**src/rtl/op_arb_pkg.sv**
```systemverilog
// ----------------------------------------------------------------------------
// op_arb_pkg : opcode and state encodings shared by the arbiter and op_unit.
// Revision   : 1.0
// ----------------------------------------------------------------------------
`default_nettype none

package op_arb_pkg;

  localparam int OP_W = 4;

  typedef enum logic [OP_W-1:0] {
    OP_ADD  = 4'd0,
    OP_SUB  = 4'd1,
    OP_SHL  = 4'd2,
    OP_SHR  = 4'd3,
    OP_LT   = 4'd4,
    OP_EQ   = 4'd5,
    OP_AND  = 4'd6,
    OP_OR   = 4'd7,
    OP_XOR  = 4'd8,
    OP_RAND = 4'd9,
    OP_RXOR = 4'd10,
    OP_LAND = 4'd11,
    OP_CAT  = 4'd12,
    OP_MAX  = 4'd13
  } op_e;

  typedef enum logic [1:0] {
    IDLE = 2'd0,
    EXEC = 2'd1,
    RESP = 2'd2
  } arb_state_e;

endpackage

`default_nettype wire

```
**src/rtl/op_unit.sv**
```systemverilog
// ----------------------------------------------------------------------------
// op_unit  : combinational W-bit multi-function operator; opcodes 14/15 flag err.
// Revision : 1.0
// ----------------------------------------------------------------------------
`default_nettype none

module op_unit
  import op_arb_pkg::*;
#(
  parameter int W = 4
) (
  input  logic [OP_W-1:0] op_i,
  input  logic [W-1:0]    a_i,
  input  logic [W-1:0]    b_i,
  output logic [W-1:0]    result_o,
  output logic            err_o
);

  localparam int SHW = $clog2(W);
  localparam int HW  = W / 2;

  logic [SHW-1:0] shamt;
  assign shamt = b_i[SHW-1:0];

  always_comb begin
    result_o = '0;
    err_o    = 1'b0;
    case (op_e'(op_i))
      OP_ADD:  result_o = a_i + b_i;
      OP_SUB:  result_o = a_i - b_i;
      OP_SHL:  result_o = a_i << shamt;
      OP_SHR:  result_o = a_i >> shamt;
      OP_LT:   result_o = W'(a_i < b_i);
      OP_EQ:   result_o = W'(a_i == b_i);
      OP_AND:  result_o = a_i & b_i;
      OP_OR:   result_o = a_i | b_i;
      OP_XOR:  result_o = a_i ^ b_i;
      OP_RAND: result_o = W'(&a_i);
      OP_RXOR: result_o = W'(^a_i);
      OP_LAND: result_o = W'((|a_i) && (|b_i));
      OP_CAT:  result_o = {a_i[HW-1:0], b_i[HW-1:0]};
      OP_MAX:  result_o = (a_i > b_i) ? a_i : b_i;
      default: err_o    = 1'b1;
    endcase
  end

endmodule

`default_nettype wire

```
**src/rtl/op_unit_arbiter.sv**
```systemverilog
// ----------------------------------------------------------------------------
// op_unit_arbiter : shares one op_unit among NREQ requesters (IDLE/EXEC/RESP).
// Round-robin by default; ARB_FIXED_PRIO_EN selects lowest-index-wins.
// Revision        : 1.0
// ----------------------------------------------------------------------------
`default_nettype none

module op_unit_arbiter
  import op_arb_pkg::*;
#(
  parameter int NREQ = 4,
  parameter int W    = 4,
  parameter int IDW  = $clog2(NREQ)
) (
  input  logic                 clk,
  input  logic                 rst_n,
  input  logic [NREQ-1:0]      req_valid,
  output logic [NREQ-1:0]      req_ready,
  input  logic [NREQ*OP_W-1:0] req_op,
  input  logic [NREQ*W-1:0]    req_a,
  input  logic [NREQ*W-1:0]    req_b,
  output logic                 rsp_valid,
  input  logic                 rsp_ready,
  output logic [IDW-1:0]       rsp_id,
  output logic [W-1:0]         rsp_result,
  output logic                 rsp_err,
  output logic                 busy
);

  localparam logic [1:0] S_IDLE = IDLE;
  localparam logic [1:0] S_EXEC = EXEC;
  localparam logic [1:0] S_RESP = RESP;

  // First requester with valid set, searching upward from last+1 with wrap.
  function automatic logic [IDW-1:0] rr_pick(input logic [NREQ-1:0] valid,
                                             input logic [IDW-1:0]  last);
    logic [IDW-1:0] cand;
    logic [IDW-1:0] pick;
    logic           found;
    cand  = last;
    pick  = last;
    found = 1'b0;
    for (int i = 0; i < NREQ; i++) begin
      cand = (cand == IDW'(NREQ - 1)) ? '0 : cand + IDW'(1);
      if (!found && valid[cand]) begin
        pick  = cand;
        found = 1'b1;
      end
    end
    return pick;
  endfunction

  logic [OP_W-1:0] op_arr [NREQ];
  logic [W-1:0]    a_arr  [NREQ];
  logic [W-1:0]    b_arr  [NREQ];

  for (genvar g = 0; g < NREQ; g++) begin : g_unpack
    assign op_arr[g] = req_op[g*OP_W +: OP_W];
    assign a_arr[g]  = req_a[g*W +: W];
    assign b_arr[g]  = req_b[g*W +: W];
  end

  logic [1:0]      state_q, state_d;
  logic [OP_W-1:0] op_q, op_d;
  logic [W-1:0]    a_q, a_d;
  logic [W-1:0]    b_q, b_d;
  logic [IDW-1:0]  id_q, id_d;
  logic [W-1:0]    result_q, result_d;
  logic            err_q, err_d;

  logic [IDW-1:0]  winner;
  logic            any_valid;
  logic            accept;
  logic [W-1:0]    unit_result;
  logic            unit_err;

  assign any_valid = |req_valid;
  assign accept    = (state_q == S_IDLE) && any_valid;

`ifdef ARB_FIXED_PRIO_EN
  // Searching from NREQ-1 makes index 0 the first candidate: lowest index wins.
  assign winner = rr_pick(req_valid, IDW'(NREQ - 1));
`else
  logic [IDW-1:0] last_grant_q, last_grant_d;

  assign winner       = rr_pick(req_valid, last_grant_q);
  assign last_grant_d = accept ? winner : last_grant_q;

  always_ff @(posedge clk or negedge rst_n) begin
    if (!rst_n) begin
      last_grant_q <= IDW'(NREQ - 1);
    end else begin
      last_grant_q <= last_grant_d;
    end
  end
`endif

  op_unit #(
    .W (W)
  ) u_op_unit (
    .op_i     (op_q),
    .a_i      (a_q),
    .b_i      (b_q),
    .result_o (unit_result),
    .err_o    (unit_err)
  );

  always_comb begin
    state_d  = state_q;
    op_d     = op_q;
    a_d      = a_q;
    b_d      = b_q;
    id_d     = id_q;
    result_d = result_q;
    err_d    = err_q;
    case (state_q)
      S_IDLE: begin
        if (any_valid) begin
          op_d    = op_arr[winner];
          a_d     = a_arr[winner];
          b_d     = b_arr[winner];
          id_d    = winner;
          state_d = S_EXEC;
        end
      end
      S_EXEC: begin
        result_d = unit_result;
        err_d    = unit_err;
        state_d  = S_RESP;
      end
      S_RESP: begin
        if (rsp_ready) begin
          state_d = S_IDLE;
        end
      end
      default: state_d = S_IDLE;
    endcase
  end

  always_ff @(posedge clk or negedge rst_n) begin
    if (!rst_n) begin
      state_q  <= S_IDLE;
      op_q     <= '0;
      a_q      <= '0;
      b_q      <= '0;
      id_q     <= '0;
      result_q <= '0;
      err_q    <= 1'b0;
    end else begin
      state_q  <= state_d;
      op_q     <= op_d;
      a_q      <= a_d;
      b_q      <= b_d;
      id_q     <= id_d;
      result_q <= result_d;
      err_q    <= err_d;
    end
  end

  assign req_ready  = accept ? (NREQ'(1) << winner) : '0;
  assign rsp_valid  = (state_q == S_RESP);
  assign busy       = (state_q != S_IDLE);
  assign rsp_id     = id_q;
  assign rsp_result = result_q;
  assign rsp_err    = err_q;

endmodule

`default_nettype wire

```
**config.mk**
```make
export PLATFORM = sky130hd
export DESIGN_NAME = op_unit_arbiter
export DESIGN_NICKNAME = d
export VERILOG_FILES = /design/src/rtl/op_arb_pkg.sv /design/src/rtl/op_unit.sv /design/src/rtl/op_unit_arbiter.sv
export SDC_FILE = /design/constraint.sdc
export NUM_CORES = 1
export LEC_CHECK = 0
export CAP_MARGIN = 20
export CORE_UTILIZATION = 45
export DETAILED_ROUTE_END_ITERATION = 10
export DONT_BUFFER_PORTS = 1
export GPL_TIMING_DRIVEN = 0
export PLACE_DENSITY_LB_ADDON = 0.08
export REMOVE_ABC_BUFFERS = 1
export SETUP_SLACK_MARGIN = 0.05
export SLEW_MARGIN = 20
export SYNTH_ARGS = -nofsm -noshare
export SYNTH_HDL_FRONTEND = slang
export SYNTH_SLANG_ARGS = --single-unit
```
**constraint.sdc**
```tcl
create_clock -name clk -period 3.5 [get_ports clk]
set_input_delay 0.525 -clock clk [delete_from_list [all_inputs] [get_ports clk]]
set_output_delay 0.525 -clock clk [all_outputs]
set_load 0.05 [all_outputs]
```
# After elaboration in Yosys (flattened, before gate mapping)
# Index checks and enable logic that the tools add are counted.
# classes
n_addsub,6
multipliers,0
n_div,0
order_cmp,7
n_eq_ne,22
shift,3
mux,35
n_bitwise,4
n_reduce_logical,19
# ops
op,count
4-bit case mux with 14 select lines,1
4-bit 2-to-1 mux,8
4-bit binary-select mux with 2-bit select,3
4-bit equality test (second input constant),6
2-bit 2-to-1 mux,10
4-bit by 3-bit equality test with 1-bit output (second input constant),4
14-bit OR reduction,1
2-bit by 3-bit < comparator with 1-bit output (second input constant),4
4-bit OR reduction,3
2-bit equality test (second input constant),5
2-bit by 1-bit adder with 2-bit output (second input constant),4
1-bit binary-select mux with 2-bit select,4
4-bit by 2-bit equality test with 1-bit output (second input constant),2
1-bit 2-to-1 mux,8
2-bit case mux with 3 select lines,1
1-bit logical AND,5
4-bit adder,1
4-bit AND,1
4-bit by 1-bit equality test with 1-bit output (second input constant),1
4-bit equality test,1
4-bit > comparator,1
4-bit zero test,1
4-bit < comparator,1
4-bit OR,1
other kinds (16),19
# totals
register_bits,23
latchBits,0
ramBits,0
mem_bits_ro,0
in_bits,55
output_inout_bits,13
word_cells,104
mem_count,0

# Depth between registers and ports, before layout
# depth
depth_word,18
ltp_mapped,11
mapped_depth_nobuf,11

# Cells and area by module
# Synthesis repeated with hierarchy kept, for this count alone.
# hier_totals
cells_unflattened,319
hier_area_um2,2730.1
# by_module_without_submodules
mod,n_inst,cells_per_inst,area_per_inst_um2,seq_area_each_um2
op_unit_arbiter,1,184,1740.4,578.1
op_unit,1,135,989.7,0.0

# Worst setup path after synthesis
# OpenSTA, ideal clock, no wires.
# synth_timing
kind,register -> output
start,register last_grant_q[0]
end,output req_ready[1]
arrival_time_ps,3163
required_ps,2975
setup_slack_ps,-188
stages_incl_launch_ff,10
path_buffers,3
path_cell_list,dfstp_2 ha_1 buf_4 nand2_1 a21oi_1 o21ai_0 a211oi_2 buf_6 buf_6 nor4_1
# synth_between
elab_chain_cells,16
elab_cells_between_ends,35
classes_between,add/sub: 4; eq/ne: 4; shift: 1; mux: 20; reduce/logical: 6
# synth_lines
element,line_no,source
from (decl),op_unit_arbiter.sv:84,"logic [IDW-1:0] last_grant_q, last_grant_d;"
from (signal assigned),op_unit_arbiter.sv:91,last_grant_q <= IDW'(NREQ - 1);
from (signal assigned),op_unit_arbiter.sv:93,last_grant_q <= last_grant_d;
"parallel branches: the longest is 13 deep, another holds 2-bit by 1-bit adder with 2-bit output",-,
2-bit 2-to-1 mux (*),op_unit_arbiter.sv:45,if (!found && valid[cand]) begin
1-bit by 2-bit left shift with 4-bit output (*),op_unit_arbiter.sv:160,assign req_ready = accept ? (NREQ'(1) << winner) : '0;
4-bit 2-to-1 mux (*),op_unit_arbiter.sv:160,
to (decl),op_unit_arbiter.sv:18,"output logic [NREQ-1:0] req_ready,"
# Every way passes the cells marked *. The select of a mux whose other input is x is not followed.

# Final worst setup path
# layout_timing
start,register last_grant_q[0]
end,output req_ready[3]
# The elaborated chain is that of the path after synthesis.

==> run_results.csv <==
group,metric,value,unit
floorplan,io_pins,68,
clock_tree,clockRootBuffer,"clkbuf_8",
clock_tree,cts_tree,"yes",
placed_design,dp_cells,337,
final_layout,area_delta_synth_final,3.93,%
timing,post-route-min-period,3.29,ns
clock_tree,cts_made_buffers,3,
clock_tree,clk_path_buf_depth,2,
floorplan,die_h,77.3,um
routing,post-route-drc-count,0,
logic_synthesis,yosysTopAreaCell,"dfrtp_1",
global_route,track_usage,21.6,%
setup_path,crit_type,"flip-flop to primary output",
logic_synthesis,synth_ff_type,"dfrtp_1",
timing,setup_viol,0,
status,status,"finished clean",
routing,vias,2121,
setup_path,r2r_end,"rsp_result[3]$_DFFE_PN0N_",
setup_path,cp-start-kind,"flip-flop",
floorplan,rows,27,
timing,slew_headroom,52.1,%
routing,ant_nets,0,
logic_synthesis,syn_area_per_cell,8.98,um2
clock_tree,htree_levels,1,
final_layout,drive_gt1_share,15.8,%
final_layout,nets,349,
final_layout,fin_cells,345,
logic_synthesis,ys_ff_latch,23,
timing,timing.final.crit_share,94.0,%
logic_synthesis,synth_area,0.00255,mm2
clock_tree,clk_pin_slew,0.09,ns
floorplan,dieWidth,77.3,um
floorplan,start_util,46.6,%
logic_synthesis,synth_edf_count,0,
routing,wire_per_inst,18.0,um
global_route,grt_overflow,0,
setup_path,critPathRequiredTime,2.97,ns
setup_path,cp-end-kind,"primary output",
clock_tree,cts.sinks,23,
logic_synthesis,yosysWarnings,0,
routing,wl,6210,um
logic_synthesis,synth_top_area_share,20.6,%
final_layout,fillers,541,
setup_path,arrival,2.77,ns
setup_path,r2r-start,"b_q[1]$_DFFE_PN0P_",
setup_path,ff2ff_path_depth,8,
global_route,grt_pass1_vias,1979,
routing,first_pass_iters,4,
logic_synthesis,async_flop_share,100,%
logic_synthesis,synth_area_leaders,"dfrtp_1, ha_1, mux2i_1",
setup_path,critPathMaxFanout,14,
clock_tree,insertion_delay,0.27,ns
placed_design,portBuffers,0,
floorplan,fp.coreArea,0.00547,mm2
floorplan,die_area,0.00597,mm2
timing,rsz0062_at_grt,"no",
placed_design,gp_congestion,0.941,
worst_hold_path,hp-class,"input pin to async pin",
logic_synthesis,synth_cells,284,
timing,worst_slew_pin_slew,0.718,ns
global_route,grt_pass1_wl,10300,um
routing,drt_iter0_drc,140,
job,cap_viol_max_count,0,
global_route,grt_max_degree,26,
global_route,grt_antenna_before_repair,0,
timing,slew_violations,0,
timing,skew,0.00221,ns
logic_synthesis,ys_seq_area_share,22.7,%
setup_path,rrSetupSlack,0.44,ns
final_layout,antenna_cells,0,
timing,hold_viol_final,0,
timing,fmax,304,MHz
logic_synthesis,synth_cell_types,67,
placed_design,dp.final_hpwl,4480,um
timing,setup_tns,0,ns
routing,vias_per_cell,6.15,
-- per-stage QoR --
| stage | util (%) | area (um2) | hold WS (ns) | setup slack [ns] |
|---|---|---|---|---|
| floorplan | - | 2400 | 0.229 | -0.959 |
| global placement | 45.5 | 2490 | 0.230 | -1.66 |
| detailed placement | 46.4 | 2540 | 0.230 | -0.0572 |
| CTS | 48.3 | 2640 | 0.0822 | 0.0559 |
| global route | 48.4 | 2650 | 0.0721 | 0.0653 |
| finish | 48.4 | 2650 | 0.0891 | 0.209 |
-- cell usage after synthesis (6+ instances only) --
| cell type | number |
|---|---|
| inv_1 | 17 |
| a21oi_1 | 15 |
| nor2_1 | 20 |
| and2b_1 | 10 |
| a221oi_1 | 6 |
| o21ai_0 | 14 |
| clkbuf_1 | 8 |
| nand2_1 | 15 |
| mux2i_1 | 20 |
| nor2b_1 | 8 |
| dfrtp_1 | 21 |
| a2111oi_2 | 6 |
| ha_1 | 18 |
-- sequential cells by signal, indices dropped and copies added, names as in the netlist --
| register | count |
|---|---|
| a_q | 4 |
| b_q | 4 |
| last_grant_q | 2 |
| op_q | 4 |
| rsp_err | 1 |
| rsp_id | 2 |
| rsp_result | 4 |
| state_q | 2 |
-- kinds of logic after synthesis --
family / Yosys count / share of synthesized area [%]
muxes: 23 / 9.18
adders and majority gates: 20 / 10.4
and+or+nand+nor: 81 / 17.3
xor gates and xnor gates: 3 / 1.03
buffers and inverters: 42 / 8.93
AOI/OAI and AO/OA: 92 / 30.5
DFF: 23 / 22.7
-- worst max-delay path by stage --
stage                              end                         from  slack (ns)  depth (start not counted)
final                     req_ready[3]  last_grant_q[0]$_DFFE_PN1P_        0.21                          7
after global routing      req_ready[3]  last_grant_q[0]$_DFFE_PN1P_        0.07                          7
after CTS                 req_ready[3]  last_grant_q[0]$_DFFE_PN1P_        0.06                          7
after detailed placement  req_ready[0]  last_grant_q[0]$_DFFE_PN1P_       -0.06                          7
after global placement    req_ready[2]  last_grant_q[0]$_DFFE_PN1P_       -1.66                          7
after floorplan           req_ready[2]  last_grant_q[0]$_DFFE_PN1P_       -0.96                          7
-- what timing repair did --
item	4_1_cts	5_1_grt
setup buffers	2	1
endpoints found under the setup margin	3	2
resized for setup	5	2
cloned	0	0
hold endpoints to repair	21	0
pin swaps	3	2
hold buffers	1	0
-- cells in the final DEF, fill, tap and decap left out, types with 3 or more instances in the layout --
| cell type | count |
|---|---|
| a2111oi_0 | 4 |
| a2111oi_2 | 6 |
| a211oi_1 | 4 |
| a21oi_1 | 15 |
| a221oi_1 | 6 |
| a221oi_2 | 4 |
| a22o_1 | 3 |
| a32oi_1 | 5 |
| and2b_1 | 10 |
| buf_4 | 4 |
| clkbuf_8 | 3 |
| dfrtp_1 | 21 |
| ha_1 | 17 |
| inv_1 | 17 |
| mux2_2 | 3 |
| mux2i_1 | 20 |
| nand2_1 | 15 |
| nand2b_1 | 4 |
| nand3_1 | 3 |
| nor2_1 | 19 |
| nor2b_1 | 8 |
| o211ai_1 | 4 |
| o21ai_0 | 14 |
-- per-layer routing --
metal | wire (um) | track usage [%] | share of wire (%)
met2 | 2860 | 33.5 | 46
met3 | 249 | 3.33 | 4.0
met4 | 56 | 3.77 | 0.90
met1 | 3040 | 31.8 | 49
met5 | 0 | 0 | 0
-- critical path: stages, from the launching register on --
cell	delay, ns
dfstp_2	0.59
ha_2	0.24
or2_4	0.18
nor3_1	0.05
or3_1	0.35
a311oi_4	0.38
nor2_4	0.18
nor3_4	0.53
-- layout make-up --
type / instances / area (um2) / share of cell area [%]
Clock inverter: 1 / 5.00 / 0.189
Tap cell: 72 / 90.1 / 3.40
Clock buffer: 3 / 41.3 / 1.56
Inverter: 20 / 75.1 / 2.83
Timing Repair Buffer: 7 / 61.3 / 2.31
Multi-Input combinational cell: 219 / 1800 / 67.9
Sequential cell: 23 / 578 / 21.8
Power is not shown: default switching activity piles up to over one toggle a cycle in this logic, so the estimate is an artifact.
